`src/rtl/fcs_append_ctrl.sv`:
```
// Streaming Ethernet FCS appender: forwards payload bytes, optionally zero-pads short
// frames up to MIN_LEN, then appends the 4-byte IEEE 802.3 CRC-32 in wire order.
module fcs_append_ctrl #(
    parameter int PAD_EN  = 1,
    parameter int MIN_LEN = 60
) (
    input  logic       clk,
    input  logic       rst,
    input  logic [7:0] in_data,
    input  logic       in_valid,
    input  logic       in_last,
    output logic       in_ready,
    output logic [7:0] out_data,
    output logic       out_valid,
    output logic       out_last,
    input  logic       out_ready,
    output logic       busy
);

    typedef enum logic [1:0] {
        ST_DATA,
        ST_PAD,
        ST_FCS
    } state_t;

    localparam logic [31:0] POLY      = 32'h04C1_1DB7;
    localparam logic [31:0] CRC_INIT  = 32'hFFFF_FFFF;
    localparam logic [16:0] MIN_LEN_W = 17'(MIN_LEN);

    state_t      state_q, state_d;
    logic [1:0]  idx_q, idx_d;
    logic [15:0] cnt_q, cnt_d;
    logic [31:0] crc_q, crc_d;
    logic [7:0]  out_data_q, out_data_d;
    logic        out_valid_q, out_valid_d;
    logic        out_last_q, out_last_d;

    logic        adv;
    logic        accept;
    logic [15:0] cnt_inc;
    logic [16:0] cnt_plus1;
    logic [31:0] fcs;
    logic [7:0]  fcs_byte;

    function automatic logic [7:0] bitrev8(input logic [7:0] v);
        logic [7:0] r;
        for (int i = 0; i < 8; i++) r[i] = v[7-i];
        return r;
    endfunction

    function automatic logic [31:0] bitrev32(input logic [31:0] v);
        logic [31:0] r;
        for (int i = 0; i < 32; i++) r[i] = v[31-i];
        return r;
    endfunction

    // MSB-first engine fed with the bit-reversed byte, i.e. the byte goes out LSB first
    function automatic logic [31:0] crc_byte(input logic [31:0] crc, input logic [7:0] data);
        logic [31:0] c;
        logic [7:0]  b;
        c = crc;
        b = bitrev8(data);
        for (int i = 7; i >= 0; i--) begin
            if (c[31] ^ b[i]) c = {c[30:0], 1'b0} ^ POLY;
            else              c = {c[30:0], 1'b0};
        end
        return c;
    endfunction

    assign adv       = !out_valid_q || out_ready;
    assign in_ready  = adv && (state_q == ST_DATA) && rst;
    assign accept    = in_valid && in_ready;
    assign cnt_inc   = (cnt_q == 16'hFFFF) ? cnt_q : cnt_q + 16'd1;
    assign cnt_plus1 = {1'b0, cnt_q} + 17'd1;
    assign fcs       = ~bitrev32(crc_q);

    always_comb begin
        case (idx_q)
            2'd0:    fcs_byte = fcs[7:0];
            2'd1:    fcs_byte = fcs[15:8];
            2'd2:    fcs_byte = fcs[23:16];
            default: fcs_byte = fcs[31:24];
        endcase
    end

    always_comb begin
        state_d     = state_q;
        idx_d       = idx_q;
        cnt_d       = cnt_q;
        crc_d       = crc_q;
        out_data_d  = out_data_q;
        out_valid_d = out_valid_q;
        out_last_d  = out_last_q;

        if (adv) begin
            case (state_q)
                ST_DATA: begin
                    out_last_d = 1'b0;
                    if (accept) begin
                        out_data_d  = in_data;
                        out_valid_d = 1'b1;
                        crc_d       = crc_byte(crc_q, in_data);
                        cnt_d       = cnt_inc;
                        if (in_last) begin
                            idx_d = 2'd0;
                            if ((PAD_EN != 0) && (cnt_plus1 < MIN_LEN_W)) state_d = ST_PAD;
                            else                                          state_d = ST_FCS;
                        end
                    end else begin
                        out_valid_d = 1'b0;
                    end
                end
                ST_PAD: begin
                    out_data_d  = 8'h00;
                    out_valid_d = 1'b1;
                    out_last_d  = 1'b0;
                    crc_d       = crc_byte(crc_q, 8'h00);
                    cnt_d       = cnt_inc;
                    if (cnt_plus1 >= MIN_LEN_W) begin
                        state_d = ST_FCS;
                        idx_d   = 2'd0;
                    end
                end
                ST_FCS: begin
                    out_data_d  = fcs_byte;
                    out_valid_d = 1'b1;
                    out_last_d  = (idx_q == 2'd3);
                    if (idx_q == 2'd3) begin
                        state_d = ST_DATA;
                        idx_d   = 2'd0;
                        cnt_d   = 16'd0;
                        crc_d   = CRC_INIT;
                    end else begin
                        idx_d = idx_q + 2'd1;
                    end
                end
                default: begin
                    state_d     = ST_DATA;
                    out_valid_d = 1'b0;
                    out_last_d  = 1'b0;
                end
            endcase
        end
    end

    always_ff @(posedge clk or negedge rst) begin
        if (!rst) begin
            state_q     <= ST_DATA;
            idx_q       <= 2'd0;
            cnt_q       <= 16'd0;
            crc_q       <= CRC_INIT;
            out_data_q  <= 8'h00;
            out_valid_q <= 1'b0;
            out_last_q  <= 1'b0;
        end else begin
            state_q     <= state_d;
            idx_q       <= idx_d;
            cnt_q       <= cnt_d;
            crc_q       <= crc_d;
            out_data_q  <= out_data_d;
            out_valid_q <= out_valid_d;
            out_last_q  <= out_last_d;
        end
    end

    assign out_data  = out_data_q;
    assign out_valid = out_valid_q;
    assign out_last  = out_last_q;
    assign busy      = (state_q != ST_DATA) || (cnt_q != 16'd0);

endmodule

```
`config.mk`:
```
export PLATFORM = sky130hd
export DESIGN_NAME = fcs_append_ctrl
export DESIGN_NICKNAME = d
export VERILOG_FILES = /design/src/rtl/fcs_append_ctrl.sv
export SDC_FILE = /design/constraint.sdc
export NUM_CORES = 1
export LEC_CHECK = 0
export CAP_MARGIN = 30
export CELL_PAD_IN_SITES_DETAIL_PLACEMENT = 1
export CELL_PAD_IN_SITES_GLOBAL_PLACEMENT = 1
export CORE_ASPECT_RATIO = 1.25
export CORE_MARGIN = 1
export CORE_UTILIZATION = 47
export DETAILED_ROUTE_END_ITERATION = 16
export PLACE_DENSITY_LB_ADDON = 0.08
export SYNTH_ARGS = -nofsm -noshare
export SYNTH_HDL_FRONTEND = slang
export SYNTH_SLANG_ARGS = --single-unit
```
`constraint.sdc`:
```
create_clock -name clk -period 2.6 [get_ports clk]
set_input_delay 0.52 -clock clk [delete_from_list [all_inputs] [get_ports clk]]
set_output_delay 0.52 -clock clk [all_outputs]
set_load 0.02 [all_outputs]
```
==> impl_metrics.ini <==
[placement]
dp.cells = 789
dp_slack_ns = -0.0792
gp_congestion = 0.920
io_buffers = 24
dpl.hpwl_mm = 12.7

[clock_network]
cts_buffers = 9
cts_setup_buffers = 0
ctsRootBufferMaster = clkbuf_16
cts_hold_buffers = 0
cts_tree = yes
cts_buffer_depth = 2
clock_latency_ns = 0.34
cts_sinks = 62
htreeDepth = 3
path_clk_slew_ns = 0.06

[yosys]
syn_area_um2 = 5280
synthAdderAreaFrac = 0.0261
yosysSeqAreaShare = 0.302
synth_area_leaders = dfstp_2, xnor2_1, dfrtp_1
synth_area_per_cell_um2 = 8.39
synth_area_leader_cell = dfstp_2
yosysMostFrequentCell = xnor2_1
synth-seq-cells = 62
synth_edf_count = 0
syn_nets = 653
synthMuxAreaShare = 0.0218
synth_top_area_frac = 0.159
ys_top_cells_by_count = xnor2_1, nand2_1, a21oi_1, nor2_1, o21ai_0
synth-xor-area-share = 0.248
yosys_warnings = 0
synth_top_family_by_area = XOR/XNOR gates
ys.flop_type = dfstp_2
synthCells = 629
yosys.area_share.simple = 0.160
synth_cell_types = 56
synth_compound_area_frac = 0.188
synthArstFlopShare = 1.00

[setup_path]
rr_endpoint = idx_q[0]
path_max_fanout = 9
path_class = reg -> reg
reg2regPathDepth = 7
critPathCaptureType = flop
start_kind = flop
r2r-start = cnt_q[9]
r2r_slack_ns = 0.16
arrival_ns = 2.66
required_ns = 2.82

[finish]
finalNetCount = 692
multiInputGateArea_um2 = 3420
final_cells = 805
antennaDiodeCount = 0
ff_latch_area_um2 = 1600
synthToLayoutAreaGrowth_pct = 17.2
layout-drive-gt1-share = 0.181
fill_cells = 1298

[sta]
setup_ws_ns = 0.162
fmax_ghz = 0.410
fin_crit_sh = 0.938
setup_viol = 0
fin_crit_ns = 2.44
hold_viol = 0
rsz0062_at_grt = no
worst_pin_slew_ns = 0.713
maxSlewViolCount = 0
slew_headroom = 0.521
skew_ns = 0.00942

[outcome]
outcome = complete, no violations

[job]
max-cap-violations = 0

[global_route]
grt_overflow = 0
grtUsageMet2 = 0.572
met1_usage = 0.356
gr-usage-met3 = 0.0451
grt_max_degree = 42
grt_first_pass_wirelength_mm = 28.2
antenna_found_initial = 0
grt_usage = 0.317
busiest_layer = met2
grt_pass1_vias = 5143

[floorplan]
initial_utilization = 0.490
die_h_um = 120
rows = 42
io_pins = 25
fp.dieW_um = 96.8
die_area_um2 = 11700
core-area_um2 = 10800

[detailed_routing]
viasPerCell = 6.06
wl_per_cell_um = 21.8
drc = 0
drt_iter0_markers = 210
antenna_left = 0
drt_first_pass_iters = 5
routed_wl_mm = 17.5
vias = 4881

[hold_path]
hold_class = in -> async
## worst max-delay path by stage
stage / startpoint / slack (ns) / cells after the start / endpoint
6_report: cnt_q[9] / 0.16 / 7 / idx_q[0]
5_1_grt: cnt_q[1] / 0.04 / 8 / idx_q[0]
4_1_cts: state_q[0] / 0.04 / 5 / busy
3_5_place_dp: in_data[0] / -0.08 / 7 / crc_q[12]
3_3_place_gp: in_data[0] / 0.07 / 7 / crc_q[12]
2_1_floorplan: cnt_q[0] / 0.25 / 8 / idx_q[0]
## layer usage
layer,up-vias,share of wire
met2,134,0.52
met4,0,0.052
met5,-,0
met3,56,0.039
li1,2241,-
met1,2450,0.39
## final cells by class
class                      count  share of cell area
inverter                      14             0.00850
tap                          132              0.0267
clock inverter                 5             0.00809
multi-input combinational    503               0.553
clock buffer                  11              0.0376
sequential                    62               0.258
timing repair buffer          78               0.108
## through the flow
stage	hold slack, ns	setup TNS [ns]	instance area [um2]	utilization
2_1_floorplan	0.224	0	5280	-
3_3_place_gp	0.463	0	5890	0.546
3_5_place_dp	0.486	-0.197	5890	0.546
4_1_cts	0.276	0	6170	0.573
5_1_grt	0.300	0	6180	0.574
6_report	0.262	0	6180	0.574
## worst max-delay path: stages (launching register included)
cell	delay [ns]
dfrtp_1	0.50
and4_1	0.40
and3_1	0.24
o2111ai_1	0.14
a222oi_1	0.42
buf_4	0.21
a31oi_2	0.12
mux2_2	0.30
## sequential cells by signal, summed over array words and instances, names as in the netlist
signal     cells
state_q        2
out_valid      1
out_last       1
cnt_q         16
idx_q          2
crc_q         32
out_data       8
## what timing repair did
action | 4_1_cts | 5_1_grt
endpoints found under the setup margin | 2 | 3
gates cloned | 0 | 0
gates resized for setup | 2 | 7
pin swaps | 0 | 1
## cell usage in the layout (no fill, tap or decap), types with 6 or more instances in the layout
| master | netlist | layout |
|---|---|---|
| dfstp_2 | 32 | 32 |
| and3_1 | 7 | 6 |
| o22ai_1 | 9 | 9 |
| o21ai_0 | 39 | 39 |
| and2_1 | 6 | 6 |
| mux2i_1 | 7 | 7 |
| buf_4 | 8 | 52 |
| clkdlybuf4s50_1 | 0 | 21 |
| nor3_1 | 18 | 18 |
| xnor2_2 | 6 | 6 |
| xnor2_1 | 95 | 95 |
| inv_1 | 13 | 13 |
| dfrtp_1 | 30 | 26 |
| nor2b_1 | 8 | 8 |
| xor2_1 | 36 | 36 |
| nand2_1 | 68 | 68 |
| a21oi_1 | 58 | 58 |
| nand4_1 | 7 | 7 |
| ha_1 | 11 | 11 |
| clkbuf_16 | 0 | 9 |
| nand3_1 | 8 | 8 |
| o31ai_1 | 12 | 12 |
| nor2_1 | 42 | 42 |
## logic make-up after synthesis
kind of cell    after synthesis
simple gates                180
flops                        62
mux                          11
compound gates              161
fa+ha+maj                    11
xor+xnor                    140
buf+inv                      64
Power is not shown: default switching activity piles up to over one toggle a cycle in this logic, so the estimate is an artifact.
